File: config.mk
export PLATFORM = sky130hd
export DESIGN_NAME = display_sched
export DESIGN_NICKNAME = d
export VERILOG_FILES = /design/src/rtl/display_sched_pkg.sv /design/src/rtl/display_sched_dwell_timer.sv /design/src/rtl/display_sched.sv
export SDC_FILE = /design/constraint.sdc
export NUM_CORES = 1
export LEC_CHECK = 0
export ABC_AREA = 1
export ABC_CLOCK_PERIOD_IN_PS = 2200
export BUFFER_PORTS_ARGS = -buffer_cell sky130_fd_sc_hd__buf_2
export CAP_MARGIN = 30
export CORE_MARGIN = 8
export CORE_UTILIZATION = 36
export DETAILED_ROUTE_END_ITERATION = 6
export PLACE_DENSITY = 0.6
export SLEW_MARGIN = 20
export SYNTH_ARGS = -nofsm -noshare
export SYNTH_HDL_FRONTEND = slang
export SYNTH_SLANG_ARGS = --single-unit
File: constraint.sdc
create_clock -name clk -period 2.2 [get_ports clk]
set_clock_uncertainty 0.15 [all_clocks]
set_input_delay 0.11 -clock clk [delete_from_list [all_inputs] [get_ports clk]]
set_output_delay 0.11 -clock clk [all_outputs]
set_load 0.01 [all_outputs]
File: src/rtl/display_sched_pkg.sv
// ---------------------------------------------------------------------------
// disp_sched_pkg
//
// Shared definitions for the two-page display scheduler (display_sched) and
// its dwell/gap counter (dwell_timer).
//
//   DATA_W  : width of a word accepted from the producer (64)
//   DISP_W  : width of one displayed page, i.e. half a word (32)
//   CNT_W   : width of the dwell/gap counter (32)
//   state_e : scheduler states; GAP_HI / GAP_LO exist only when the
//             optional blank-gap feature is built (macro DISP_SCHED_GAP_EN)
//
// Helper functions upper_half / lower_half split a word into its two pages.
// ---------------------------------------------------------------------------
package disp_sched_pkg;

    localparam int DATA_W = 64;
    localparam int DISP_W = 32;
    localparam int CNT_W  = 32;

    typedef enum logic [2:0] {
        ST_IDLE    = 3'd0,
        ST_SHOW_HI = 3'd1,
        ST_SHOW_LO = 3'd2
`ifdef DISP_SCHED_GAP_EN
        ,
        ST_GAP_HI  = 3'd3,
        ST_GAP_LO  = 3'd4
`endif
    } state_e;

    function automatic logic [DISP_W-1:0] upper_half(input logic [DATA_W-1:0] w);
        return w[DATA_W-1:DISP_W];
    endfunction

    function automatic logic [DISP_W-1:0] lower_half(input logic [DATA_W-1:0] w);
        return w[DISP_W-1:0];
    endfunction

endpackage

File: src/rtl/display_sched_dwell_timer.sv
// ---------------------------------------------------------------------------
// dwell_timer
//
// Free-running page counter for display_sched. Counts 0 .. limit-1 while
// enabled and wraps to 0 on the terminal count; a load forces it back to 0
// and has priority over counting.
//
// Ports
//   clk      in   clock
//   rstn     in   asynchronous active-low reset (counter -> 0)
//   load     in   synchronous restart at 0 (priority over enable)
//   enable   in   advance the count this cycle; low freezes the count
//   limit    in   CNT_W  number of cycles in the current period (>= 1)
//   terminal out  count currently equals limit-1
// ---------------------------------------------------------------------------
module dwell_timer
    import disp_sched_pkg::*;
(
    input  logic             clk,
    input  logic             rstn,
    input  logic             load,
    input  logic             enable,
    input  logic [CNT_W-1:0] limit,
    output logic             terminal
);

    logic [CNT_W-1:0] cnt_q;
    logic [CNT_W-1:0] cnt_d;

    // terminal is a pure function of the count so the owner can decide,
    // together with its own freeze condition, whether to act on it.
    assign terminal = (cnt_q == (limit - CNT_W'(1)));

    always_comb begin
        cnt_d = cnt_q;
        if (load) begin
            cnt_d = '0;
        end else if (enable) begin
            cnt_d = terminal ? '0 : cnt_q + CNT_W'(1);
        end
    end

    always_ff @(posedge clk or negedge rstn) begin
        if (!rstn) begin
            cnt_q <= '0;
        end else begin
            cnt_q <= cnt_d;
        end
    end

endmodule

File: src/rtl/display_sched.sv
// ---------------------------------------------------------------------------
// display_sched
//
// Shows 64-bit words on a 32-bit (8-digit) display as two pages: the upper
// half for DWELL_CYCLES cycles, then the lower half for DWELL_CYCLES cycles,
// alternating forever. A one-entry pending buffer lets the producer queue
// the next word; it replaces the current word at the end of the lower page.
//
// Optional feature (macro DISP_SCHED_GAP_EN): after each page the display
// is blanked (disp_en = 0) for GAP_CYCLES cycles before the next page.
//
// Parameters
//   CLK_FREQUENCY  clock rate in Hz
//   DWELL_CYCLES   cycles each page is shown (2 .. 2^32-1)
//   GAP_CYCLES     blank cycles between pages (1 .. 2^32-1, gap build only)
//
// Ports
//   clk        in   clock
//   rstn       in   asynchronous active-low reset
//   in_valid   in   producer offers in_data
//   in_ready   out  a word can be accepted this cycle
//   in_data    in   64  word to display
//   hold       in   freeze counter and state (transfers still allowed)
//   clear      in   synchronous abort to IDLE, drops the pending word
//   disp_data  out  32  page driven to the display
//   disp_en    out  display enable
//   page       out  0 = upper half shown, 1 = lower half shown
//   busy       out  scheduler is not IDLE
// ---------------------------------------------------------------------------
module display_sched
    import disp_sched_pkg::*;
#(
    parameter int unsigned CLK_FREQUENCY = 100_000_000,
    parameter int unsigned DWELL_CYCLES  = CLK_FREQUENCY,
    parameter int unsigned GAP_CYCLES    = CLK_FREQUENCY / 10
) (
    input  logic              clk,
    input  logic              rstn,
    input  logic              in_valid,
    output logic              in_ready,
    input  logic [DATA_W-1:0] in_data,
    input  logic              hold,
    input  logic              clear,
    output logic [DISP_W-1:0] disp_data,
    output logic              disp_en,
    output logic              page,
    output logic              busy
);

    // Reject illegal parameterisations at elaboration time.
    if (CLK_FREQUENCY == 0) begin : g_bad_clk
        $error("display_sched: CLK_FREQUENCY must be non-zero");
    end
    if (DWELL_CYCLES < 2) begin : g_bad_dwell
        $error("display_sched: DWELL_CYCLES must be at least 2");
    end
    if (GAP_CYCLES < 1) begin : g_bad_gap
        $error("display_sched: GAP_CYCLES must be at least 1");
    end

    // The word swap (pending -> current, or bypass of a fresh word) happens
    // at the end of the last state of a full HI/LO round.
`ifdef DISP_SCHED_GAP_EN
    localparam state_e RELOAD_ST = ST_GAP_LO;
`else
    localparam state_e RELOAD_ST = ST_SHOW_LO;
`endif

    state_e            state_q;
    state_e            state_d;
    logic [DATA_W-1:0] current_q;
    logic [DATA_W-1:0] current_d;
    logic [DATA_W-1:0] pend_q;
    logic [DATA_W-1:0] pend_d;
    logic              pend_full_q;
    logic              pend_full_d;
    logic              ready_q;

    logic              xfer;
    logic              timer_load;
    logic              terminal;
    logic              adv;
    logic              reload;
    logic [CNT_W-1:0]  limit;

    // ready_q keeps in_ready low during reset and for the first edge after
    // release, so the producer never sees a ready before the block runs.
    always_ff @(posedge clk or negedge rstn) begin
        if (!rstn) begin
            ready_q <= 1'b0;
        end else begin
            ready_q <= 1'b1;
        end
    end

    assign in_ready = ready_q && !pend_full_q && !clear;
    assign xfer     = in_valid && in_ready;

    // -----------------------------------------------------------------------
    // Page counter
    // -----------------------------------------------------------------------
`ifdef DISP_SCHED_GAP_EN
    assign limit = ((state_q == ST_GAP_HI) || (state_q == ST_GAP_LO))
                 ? CNT_W'(GAP_CYCLES) : CNT_W'(DWELL_CYCLES);
`else
    assign limit = CNT_W'(DWELL_CYCLES);
`endif

    // Holding the counter at 0 in IDLE means every page starts at count 0.
    assign timer_load = clear || (state_q == ST_IDLE);

    dwell_timer u_timer (
        .clk      (clk),
        .rstn     (rstn),
        .load     (timer_load),
        .enable   (!hold),
        .limit    (limit),
        .terminal (terminal)
    );

    // adv marks the single cycle in which a page (or gap) ends; it is the
    // only event that moves the FSM out of a display state.
    assign adv    = terminal && !hold && (state_q != ST_IDLE);
    assign reload = adv && (state_q == RELOAD_ST);

    // -----------------------------------------------------------------------
    // FSM: state register
    // -----------------------------------------------------------------------
    always_ff @(posedge clk or negedge rstn) begin
        if (!rstn) begin
            state_q <= ST_IDLE;
        end else begin
            state_q <= state_d;
        end
    end

    // -----------------------------------------------------------------------
    // FSM: next-state logic
    // -----------------------------------------------------------------------
    always_comb begin
        state_d = state_q;
        if (clear) begin
            state_d = ST_IDLE;
        end else begin
            case (state_q)
                ST_IDLE: begin
                    if (xfer) begin
                        state_d = ST_SHOW_HI;
                    end
                end
`ifdef DISP_SCHED_GAP_EN
                ST_SHOW_HI: if (adv) state_d = ST_GAP_HI;
                ST_GAP_HI:  if (adv) state_d = ST_SHOW_LO;
                ST_SHOW_LO: if (adv) state_d = ST_GAP_LO;
                ST_GAP_LO:  if (adv) state_d = ST_SHOW_HI;
`else
                ST_SHOW_HI: if (adv) state_d = ST_SHOW_LO;
                ST_SHOW_LO: if (adv) state_d = ST_SHOW_HI;
`endif
                default:    state_d = ST_IDLE;
            endcase
        end
    end

    // -----------------------------------------------------------------------
    // FSM: outputs
    // -----------------------------------------------------------------------
    // Gap states keep the page data and page flag of the page just shown and
    // only drop the enable, so the display blanks without the data flickering.
    always_comb begin
        disp_data = '0;
        disp_en   = 1'b0;
        page      = 1'b0;
        case (state_q)
            ST_SHOW_HI: begin
                disp_data = upper_half(current_q);
                disp_en   = 1'b1;
            end
            ST_SHOW_LO: begin
                disp_data = lower_half(current_q);
                disp_en   = 1'b1;
                page      = 1'b1;
            end
`ifdef DISP_SCHED_GAP_EN
            ST_GAP_HI: begin
                disp_data = upper_half(current_q);
            end
            ST_GAP_LO: begin
                disp_data = lower_half(current_q);
                page      = 1'b1;
            end
`endif
            default: begin
                disp_data = '0;
            end
        endcase
    end

    assign busy = (state_q != ST_IDLE);

    // -----------------------------------------------------------------------
    // Word storage: current word plus one-entry pending buffer
    // -----------------------------------------------------------------------
    always_comb begin
        current_d   = current_q;
        pend_d      = pend_q;
        pend_full_d = pend_full_q;
        if (clear) begin
            pend_full_d = 1'b0;
        end else if (state_q == ST_IDLE) begin
            // Nothing is on display, so a new word goes straight to current.
            if (xfer) begin
                current_d = in_data;
            end
        end else if (reload) begin
            // A transfer cannot coincide with a full buffer (in_ready is low),
            // so the bypass branch only ever sees an empty buffer.
            if (pend_full_q) begin
                current_d   = pend_q;
                pend_full_d = 1'b0;
            end else if (xfer) begin
                current_d = in_data;
            end
        end else if (xfer) begin
            pend_d      = in_data;
            pend_full_d = 1'b1;
        end
    end

    always_ff @(posedge clk or negedge rstn) begin
        if (!rstn) begin
            current_q   <= '0;
            pend_q      <= '0;
            pend_full_q <= 1'b0;
        end else begin
            current_q   <= current_d;
            pend_q      <= pend_d;
            pend_full_q <= pend_full_d;
        end
    end

endmodule

==> results.ini <==
[outcome]
outcome=complete, no violations

[synth]
synth_area_leaders=dfrtp_1 (43%), nand2_1 (23%), o21ai_0 (7.2%)
syn_area_sq_um=9560
yosysSeqAreaShare_pct=42.9
synth_top_area_share_pct=42.9
yosysMostFrequentCell=nand2_1
async_flop_share_pct=100
syn_inst=1402
synthTopCellsByCount=nand2_1 (579), dfrtp_1 (164), o21ai_0 (138), inv_1 (112), nand3_1 (99)
syn-num-nets=1476
synth_top_flop_cell=dfrtp_1
yosys_warnings=0
synth_largest_area_cell=dfrtp_1
synth_edf_count=0
syn_area_per_cell_sq_um=6.82
synthDistinctLibCells=31
synth_seq_cells=164

[drt]
drt-initial-drc-count=1002
via_count=9948
wl_per_cell_um=17.6
ant_nets=0
drt_pass1_iterations=5
drc=0
drt_wl_total_mm=33.4
avgViaCountPerCell=5.23

[floorplan]
core-area_sq_um=26100
dieArea_sq_um=32000
die_h_um=179
initial_core_util_pct=36.7
rows=59
die_x_um=179
ios=105

[critical_path]
critical_path_arrival_ns=1.90
rr_worst_depth=11
critPathLaunch=state_q[1]
r2r_setup_slack_ns=0.12
r2r-start=u_timer.cnt_q[27]
worstSetupPathType=reg2out
endpoint_kind=output pin
timing.rr.end=current_q[54]
endpoint=disp_data[0]
critPathLaunchType=register
cp.required_ns=1.94
cp_max_fo=32

[placement]
portBuffers=104
place_congestion=0.897
dp_slack_ns=0.0687
place_hpwl_mm=21.5
placedCellCount=1796

[clocking]
cts_made_buffers=17
cts_max_level=4
clk_latency_ns=0.44
cts_root_buf=clkbuf_16
clock_sinks=164
ctsLongestPathBuffers=2
tritoncts=yes
clk_pin_slew_worst_paths_ns=0.08

[layout]
fillers=2558
finish.net_count=1630
final_core_util_pct=46.9
diodes=0
fin_cells=1903
area_delta_synth_final_pct=27.7
drive_gt1_share_pct=15.1

[pwr]
switching_share_pct=41.8
seq_power_share_pct=35.3
ir_worst_vdd_v=0.00101
leakage_uw=0.00610
pwr-share-comb_pct=41.0
p_switching_uw=5840
p_per_area_nw_per_um2=1150
p_clk_share_pct=23.7
p_int_uw=8140

[sta]
finalMaxSlewViolations=0
finalHoldWorstSlack_ns=0.0272
timing.fmax_ghz=0.463
hold_viol=0
max_slew_margin_pct=64.1
setup_ws_ns=0.0385
fin_crit_sh_pct=98.2
finalSetupTns_ns=0
period_needed_ns=2.16
worst_pin_slew_ns=0.539
finalSetupViolations=0

[grt]
grt_start_max_net_pins=103
antenna_found_initial=0
grt_pass1_vias=9257
track_usage_pct=20.2
grt_overflow=0
grt_pass1_wl_mm=51.3

[run]
maxCapViolCount=0

[worst_hold_path]
hold_class=in2async

==> worst min path at each step <==
stage	startpoint	cells after the start	slack [ns]	to
2_1_floorplan	rstn	0	-0.34	current_q[0]
5_1_grt	rstn	2	0.06	u_timer.cnt_q[26]
3_5_place_dp	rstn	1	-0.06	u_timer.cnt_q[26]
6_report	rstn	2	0.03	u_timer.cnt_q[26]
4_1_cts	rstn	2	0.04	u_timer.cnt_q[26]
3_3_place_gp	rstn	1	-0.06	u_timer.cnt_q[26]
==> metal layers <==
layer / track usage, % / wire length, um / vias to the layer above
met2: 29.7 / 14800 / 371
met5: 0 / 0 / -
met3: 5.12 / 2670 / 38
li1: - / - / 4811
met4: 6.17 / 612 / 0
met1: 28.6 / 15400 / 4728
==> critical path: stages (launching register included) <==
cell and delay [ns]:
dfrtp_2 0.39, inv_1 0.09, ha_1 0.36, inv_2 0.06
buf_12 0.18, a21oi_2 0.20, buf_2 0.17
==> state kept, by name (all words and copies together) (netlist names) <==
register       count
current_q         64
pend_full_q        1
pend_q            64
ready_q            1
state_q            2
u_timer.cnt_q     32
==> layout by cell type (no fill, tap or decap), drive strengths merged, types with 21 or more instances in the layout <==
master,n
a21oi,44
buf,155
clkbuf,21
dfrtp,164
dlygate4sd3,67
inv,121
nand2,583
nand3,99
nand4,79
nor2,65
o21ai,138
==> cells by family (layout without fill, tap and decap cells) <==
family	Yosys count	in the layout	synth area share [%]
buffers and inverters	206	372	9.38
DFF	164	164	42.9
other	1	1	0.0392
AOI/OAI and AO/OA	187	187	9.92
xor gates and xnor gates	3	3	0.275
adders and majority gates	5	5	0.654
and+or+nand+nor	836	836	36.8
==> power by group through the flow <==
stage          sequential, uW  combinational, uW  clock (uW)
2_1_floorplan            4720               3460           0
3_3_place_gp             4940               4810           0
3_5_place_dp             4940               4940           0
4_1_cts                  4910               5140        3380
5_1_grt                  5060               6360        3500
6_report                 4930               5730        3320
==> layout make-up <==
type                            count  area [sq um]  area share (%)
Sequential cell                   164          4110            33.6
Clock buffer                       17           425            3.48
Timing Repair Buffer              226          1880            15.4
Clock inverter                     14           219            1.79
Inverter                          115           432            3.54
Multi-Input combinational cell   1032          4730            38.7
Tap cell                          335           419            3.43
==> per-stage QoR <==
stage | area (sq um) | total power, uW
2_1_floorplan | 9560 | 8190
3_3_place_gp | 10600 | 9750
3_5_place_dp | 10600 | 9880
4_1_cts | 11900 | 13400
5_1_grt | 12200 | 14900
6_report | 12200 | 14000
==> what timing repair did <==
action,4_1_cts,5_1_grt
setup endpoints to repair,31,141
hold buffers,67,0
buffers inserted,0,4
pin swaps,0,2
gates cloned,0,5
endpoints found under the hold margin,251,0
resized for setup,16,29
Power figures use the tool's default switching activity.
